===== config.mk =====
export PLATFORM = sky130hd
export DESIGN_NAME = secuenciador_brazo
export DESIGN_NICKNAME = d
export VERILOG_FILES = /design/src/rtl/secuenciador_brazo.sv
export SDC_FILE = /design/constraint.sdc
export NUM_CORES = 1
export LEC_CHECK = 0
export ABC_CLOCK_PERIOD_IN_PS = 3100
export BUFFER_PORTS_ARGS = -buffer_cell sky130_fd_sc_hd__buf_2
export CAP_MARGIN = 0
export CORE_MARGIN = 10
export CORE_UTILIZATION = 55
export CTS_CLUSTER_DIAMETER = 40
export CTS_CLUSTER_SIZE = 16
export DETAILED_ROUTE_END_ITERATION = 10
export HOLD_SLACK_MARGIN = 0.08
export PLACE_DENSITY = 0.8
export SETUP_SLACK_MARGIN = 0.05
export SLEW_MARGIN = 20
export SYNTH_ARGS = -nofsm -noshare
export SYNTH_HDL_FRONTEND = slang
export SYNTH_SLANG_ARGS = --single-unit

===== constraint.sdc =====
create_clock -name CLK -period 3.1 [get_ports CLK]
set_input_delay 0.31 -clock CLK [delete_from_list [all_inputs] [get_ports CLK]]
set_output_delay 0.31 -clock CLK [all_outputs]
set_load 0.02 [all_outputs]

===== src/rtl/secuenciador_brazo.sv =====
// secuenciador_brazo: plays back servo target words from memoriaROM, holding each for T ticks.
// Optional feature macro SEQ_LOOP_EN adds a LOOP input that restarts the table at END.
module secuenciador_brazo #(
  parameter int         CLK_HZ    = 50_000_000,
  parameter int         TICK_MS   = 20,
  parameter logic [7:0] FIRST_POS = 8'd0,
  parameter logic [7:0] LAST_POS  = 8'd11
) (
  input  logic        CLK,
  input  logic        RST_N,
  input  logic        START,
  input  logic        STOP,
`ifdef SEQ_LOOP_EN
  input  logic        LOOP,
`endif
  input  logic [31:0] DATOS,
  output logic [7:0]  POS,
  output logic [7:0]  SERVO1,
  output logic [7:0]  SERVO2,
  output logic [7:0]  SERVO3,
  output logic        BUSY,
  output logic        STEP,
  output logic        DONE
);

  localparam int CYC_TICK = CLK_HZ / 1000 * TICK_MS;
  localparam int PW       = (CYC_TICK > 1) ? $clog2(CYC_TICK) : 1;
  localparam logic [PW-1:0] PRESC_MAX = PW'(CYC_TICK - 1);

  typedef enum logic [2:0] {
    S_IDLE,
    S_FETCH,
    S_WAIT,
    S_LOAD,
    S_HOLD,
    S_END
  } state_t;

  state_t        state_q, state_d;
  logic [7:0]    pos_q, pos_d;
  logic [7:0]    servo1_q, servo1_d;
  logic [7:0]    servo2_q, servo2_d;
  logic [7:0]    servo3_q, servo3_d;
  logic [7:0]    tcnt_q, tcnt_d;
  logic [PW-1:0] presc_q, presc_d;
  logic          busy_q, busy_d;
  logic          step_q, step_d;
  logic          done_q, done_d;

  always_comb begin
    state_d  = state_q;
    pos_d    = pos_q;
    servo1_d = servo1_q;
    servo2_d = servo2_q;
    servo3_d = servo3_q;
    tcnt_d   = tcnt_q;
    presc_d  = presc_q;
    step_d   = 1'b0;
    done_d   = 1'b0;

    case (state_q)
      S_IDLE: begin
        if (START) begin
          pos_d   = FIRST_POS;
          state_d = S_FETCH;
        end
      end
      S_FETCH: state_d = S_WAIT;
      S_WAIT:  state_d = S_LOAD;
      S_LOAD: begin
        if (DATOS[7:0] == 8'd0) begin
          done_d  = 1'b1;
          state_d = S_END;
        end else begin
          servo1_d = DATOS[31:24];
          servo2_d = DATOS[23:16];
          servo3_d = DATOS[15:8];
          tcnt_d   = DATOS[7:0];
          presc_d  = '0;
          step_d   = 1'b1;
          state_d  = S_HOLD;
        end
      end
      S_HOLD: begin
        // The final tick wrap leaves HOLD directly, so HOLD lasts exactly T*CYC_TICK cycles.
        if (presc_q == PRESC_MAX) begin
          presc_d = '0;
          tcnt_d  = tcnt_q - 8'd1;
          if (tcnt_q == 8'd1) begin
            if (pos_q == LAST_POS) begin
              done_d  = 1'b1;
              state_d = S_END;
            end else begin
              pos_d   = pos_q + 8'd1;
              state_d = S_FETCH;
            end
          end
        end else begin
          presc_d = presc_q + PW'(1);
        end
      end
      S_END: begin
`ifdef SEQ_LOOP_EN
        if (LOOP) begin
          pos_d   = FIRST_POS;
          state_d = S_FETCH;
        end else begin
          state_d = S_IDLE;
        end
`else
        state_d = S_IDLE;
`endif
      end
      default: state_d = S_IDLE;
    endcase

    // Abort wins over everything, including a START seen in the same cycle.
    if (STOP) begin
      state_d  = S_IDLE;
      pos_d    = pos_q;
      servo1_d = servo1_q;
      servo2_d = servo2_q;
      servo3_d = servo3_q;
      tcnt_d   = tcnt_q;
      presc_d  = presc_q;
      step_d   = 1'b0;
      done_d   = 1'b0;
    end

    busy_d = (state_d != S_IDLE);
  end

  always_ff @(posedge CLK or negedge RST_N) begin
    if (!RST_N) begin
      state_q  <= S_IDLE;
      pos_q    <= FIRST_POS;
      servo1_q <= 8'd0;
      servo2_q <= 8'd0;
      servo3_q <= 8'd0;
      tcnt_q   <= 8'd0;
      presc_q  <= '0;
      busy_q   <= 1'b0;
      step_q   <= 1'b0;
      done_q   <= 1'b0;
    end else begin
      state_q  <= state_d;
      pos_q    <= pos_d;
      servo1_q <= servo1_d;
      servo2_q <= servo2_d;
      servo3_q <= servo3_d;
      tcnt_q   <= tcnt_d;
      presc_q  <= presc_d;
      busy_q   <= busy_d;
      step_q   <= step_d;
      done_q   <= done_d;
    end
  end

  assign POS    = pos_q;
  assign SERVO1 = servo1_q;
  assign SERVO2 = servo2_q;
  assign SERVO3 = servo3_q;
  assign BUSY   = busy_q;
  assign STEP   = step_q;
  assign DONE   = done_q;

endmodule

Word-level counts from Yosys, hierarchy flattened
Index checks and enable logic that the tools add are counted.
Storage, ports and cells
  input port bits: 36
  register bits after elaboration: 66
  word-level logic and storage cells: 63
Operators by class
  muxes and demuxes: 27
  bitwise logic cells: 2
  eq/ne operators: 12
  add/subtract/negate cells: 3
  reductions and logical operators: 9
Operator list (number)
  2-to-1 mux 8 bit: 6
  2-to-1 mux 20 bit: 2
  case mux 20 bit (2 select lines): 1
  case mux 8 bit (2 select lines): 2
  adder 20 x 1 -> 20 bit (second input constant): 1
  == test 20 bit (second input constant): 1
  2-to-1 mux 3 bit: 5
  case mux 3 bit (5 select lines): 1
  inequality test 2 bit (second input constant): 5
  2-to-1 mux 1 bit: 9
  adder 8 x 1 -> 8 bit (second input constant): 1
  == test 8 x 1 -> 1 bit (second input constant): 1
  == test 8 x 4 -> 1 bit (second input constant): 1
  zero test 8 bit: 1
  subtractor 8 x 1 -> 8 bit (second input constant): 1
  == test 3 x 2 -> 1 bit (second input constant): 2
  AND reduction 3 bit: 2
  AND reduction 6 bit: 1
  AND reduction 4 bit: 1
  nonzero test 2 bit: 2
  == test 3 x 1 -> 1 bit (second input constant): 1
  == test 3 bit (second input constant): 1
  zero test 3 bit: 1
  nonzero test 3 bit: 1
  other kinds (2): 3

Depth between registers and ports, before layout
  word-level depth: 7
  gate-level depth with buffers: 8

Least setup slack after synthesis
OpenSTA, ideal clock, no wires.
  kind: register -> register
  start point: register presc_q[12]
  end point: register tcnt_q[1]
  data arrival time: 2.107 ns
  period minus slack after synthesis: 2.232 ns
  required time: 2.975 ns
  buffers on the path: 0
  setup slack: 0.868 ns
  setup time: 0.125 ns
  cell stages (with the launch flop): 6
  cell sequence: dfrtp_1 > or4b_1 > or4_4 > nor3_4 > o21ai_4 > mux2_4
Between the ends
  word-level cells in the longest chain between the ends: 3
Ends and longest elaborated chain
  from (decl): RTL line 45  | logic [PW-1:0] presc_q, presc_d;
  from (signal assigned): RTL line 152  | presc_q <= presc_d;
  == test 20 bit: RTL line 86  | if (presc_q == PRESC_MAX) begin
  inequality test 2 bit (no source line)
  AND reduction 4 bit (no source line)
  to (signal assigned): RTL line 151  | tcnt_q <= tcnt_d;
  to (decl): RTL line 44  | logic [7:0] tcnt_q, tcnt_d;
Every way passes these cells.
A chain may end at the register's enable or synchronous reset.

Worst setup path in the final report
  start point: register presc_q[0]
  end point: register presc_q[8]
Between the ends
  word-level cells in the longest chain between the ends: 3
  elaborated cells on any way between the ends: 4
  classes of those cells: add/sub (1); eq/ne (1); mux (2)
Ends and longest elaborated chain
  adder 20 x 1 -> 20 bit or == test 20 bit (tied branches): RTL line 99, 86
  2-to-1 mux 20 bit (*): RTL line 86
  case mux 20 bit (2 select lines) (*): RTL line 61  | case (state_q)
Mark *: on every way between the ends. The rest lies on a longest branch, timed or not.

==> impl_metrics.csv <==
group,metric,value,unit
outcome,status,"complete, no violations",
final_layout,nets,445,
timing,finalSetupViolations,0,
hold_path,whs_path_depth,2,
setup_path,path_max_fanout,10,
setup_path,worstSetupStartpoint,"presc_q[0]",
clocking,cts_setup_buffers,0,
die,core,0.00599,mm²
clocking,clockRootBuffer,"clkbuf_8",
clocking,cts_buffers,9,
global_routing,grt_pass1_wl,13000,µm
synth,netlist_instances,334,
setup_path,start_kind,"register",
final_layout,finalCoreUtilization,67.5,%
synth,netlist_area,0.00343,mm²
power,power.net_switching,969,µW
global_routing,grt_pass1_vias,2745,
setup_path,worst_ep_required_time,3.33,ns
route,vias,2911,
timing,holdWs,0.183,ns
timing,hold_violations,0,
clocking,worst_skew_pair.late_latency,0.34,ns
global_routing,grt.total_usage,15.7,%
final_layout,diodes,0,
synth,synthArstFlopShare,100,%
synth,synth_warnings,0,
route,drtIter0Drc,234,
setup_path,r2r_end,"presc_q[8]",
final_layout,layout_commonest_cell,"buf_2",
power,clock_power_share,25.4,%
setup_path,cp-end-kind,"register",
route,routed_wl,7990,µm
die,die_area,0.00980,mm²
die,die_y,99.0,µm
die,fp-row-count,28,
power,power.share.combinational,28.8,%
timing,rsz0062_at_grt,"no",
die,start_util,57.3,%
power,peakVddDrop,0.000494,V
power,switching_share,34.8,%
timing,timing.final.crit_share,80.9,%
route,drt_pass1_iterations,5,
route,drt-vias-per-instance,6.01,
timing,relSlewSlack,45.1,%
die,die_w,99.0,µm
synth,synth_nets,374,
setup_path,r2r_slack,0.59,ns
synth,ys.flop_type,"dfrtp_1",
timing,setup-tns-final,0,ns
synth,avgSynthCellArea,10.3,µm²
setup_path,r2r-start,"presc_q[0]",
power,p_seq_share,45.8,%
setup_path,endpoint,"presc_q[8]",
final_layout,drive_above_1_share,25.9,%
timing,skew,0.00950,ns
clocking,cts_htree_levels,3,
hold_path,min_path_type,"primary input to register",
clocking,clock_sinks,66,
timing,worst_slew_pin_slew,0.823,ns
clocking,max-clock-path-buffers,2,
setup_path,path_class,"register to register",
route,wl_per_cell,16.5,µm
flow_run,drv_cap,0,
placed_design,dp_slack,0.494,ns
synth,synth-seq-cells,66,
power,p_per_area,688,mW/mm²
timing,slew_viol_final,0,
die,boundaryPins,71,
setup_path,arrival,2.74,ns
placed_design,numPortBuffers,70,
global_routing,antenna_found_initial,0,
power,power.total,2790,µW
clocking,cts_tree,"yes",
final_layout,fillCellCount,458,
power,p_leak,0.00191,µW
synth,yosysSeqAreaShare,48.1,%
global_routing,gr-total-overflow,0,
timing,worst_slack,0.593,ns
power,p_int,1820,µW
final_layout,mostFrequentLayoutCells,"70 x buf_2, 66 x dfrtp_1, 23 x nand2_1",
synth,synth-edff-count,0,
placed_design,dp_hpwl,5780,µm
global_routing,grt_start_max_net_pins,37,
clocking,clkSlewWorstSetupHoldPaths,0.07,ns
final_layout,area_growth,17.9,%
setup_path,reg2reg_depth,6,
timing,post-route-min-period,2.51,ns
route,postRouteAntennaNets,0,
placed_design,gp_congestion,0.956,
timing,timing.fmax,399,MHz
synth,synth.distinct_cells,54,
route,drc,0,
## final cells by class
| cell class | count | area [µm²] | area share (%) |
|---|---|---|---|
| clock buffer | 10 | 138 | 3.40 |
| clock inverter | 5 | 55.1 | 1.36 |
| inverter | 14 | 52.6 | 1.30 |
| multi-input combinational | 238 | 1660 | 41.0 |
| sequential | 66 | 1650 | 40.8 |
| tap | 75 | 93.8 | 2.32 |
| timing repair buffer | 76 | 398 | 9.83 |
## logic make-up after synthesis
family                     Yosys count  synth area share, %
AOI/OAI and AO/OA                   85                 17.3
muxes                               33                 10.7
DFF                                 66                 48.1
xor gates and xnor gates             1                0.255
adders and majority gates            4                 1.46
buffers and inverters               30                 3.57
and+or+nand+nor                    115                 18.6
## registers in the layout, indices dropped and copies added, names as in the netlist
signal   cells
BUSY         1
DONE         1
POS          8
SERVO1       8
SERVO2       8
SERVO3       8
STEP         1
presc_q     20
state_q      3
tcnt_q       8
## cell usage after synthesis, types with 3 or more instances
library cell	instances	area (µm²)
clkbuf_1	8	30.0
mux2_2	6	67.6
inv_1	14	52.6
buf_2	5	25.0
mux2i_1	7	70.1
a31oi_1	3	18.8
a211oi_1	3	22.5
a21o_1	7	52.6
o21ai_0	16	80.1
dfrtp_1	66	1650
a21oi_1	19	95.1
nor4_1	9	56.3
ha_1	4	50.1
a22o_1	9	78.8
nand4_1	9	56.3
o21a_1	4	30.0
mux2_1	19	214
and3_1	4	25.0
or4_1	5	37.5
nor2_1	21	78.8
nand3_1	13	65.1
nand2_1	23	86.3
nor3_1	9	45.0
o2bb2ai_1	6	52.6
nand2b_1	6	37.5
o221ai_1	3	26.3
## metal layers
metal,up-vias,wire (µm),GRT usage (%)
li1,1395,-,-
met2,127,3480,23.3
met5,-,0,0
met1,1376,3680,20.9
met4,0,99,5.73
met3,13,730,5.31
## worst max-delay path, cell delays in order (launching register included)
cell,delay [ns]
dfrtp_1,0.41
ha_1,0.20
nand3_1,0.21
or4_4,0.62
o21ai_2,0.43
nor2_1,0.27
a22o_1,0.26
## power groups by stage
stage	registers [µW]	logic (µW)	clock network [µW]
after global routing	1310	880	753
after global placement	1270	791	0
final	1280	802	708
after CTS	1270	814	724
after detailed placement	1290	812	0
after floorplan	1430	356	0
## repair_timing
item,in CTS,in global routing
hold buffers,1,0
endpoints found under the hold margin,30,0
resized for setup,0,0
## how the worst min path moves through the flow
| stage | to | from | slack, ns |
|---|---|---|---|
| after floorplan | BUSY | RST_N | 0.01 |
| after global placement | SERVO3[1] | RST_N | 0.39 |
| after detailed placement | SERVO3[4] | RST_N | 0.40 |
| after CTS | SERVO3[6] | DATOS[14] | 0.18 |
| after global routing | SERVO2[2] | DATOS[18] | 0.19 |
| final | SERVO2[4] | DATOS[20] | 0.18 |
## through the flow
stage	instances	instance area [µm²]
2_1_floorplan	334	3430
3_3_place_gp	468	3840
3_5_place_dp	468	3840
4_1_cts	484	4050
5_1_grt	484	4050
6_report	484	4050
Power figures use the tool's default switching activity.
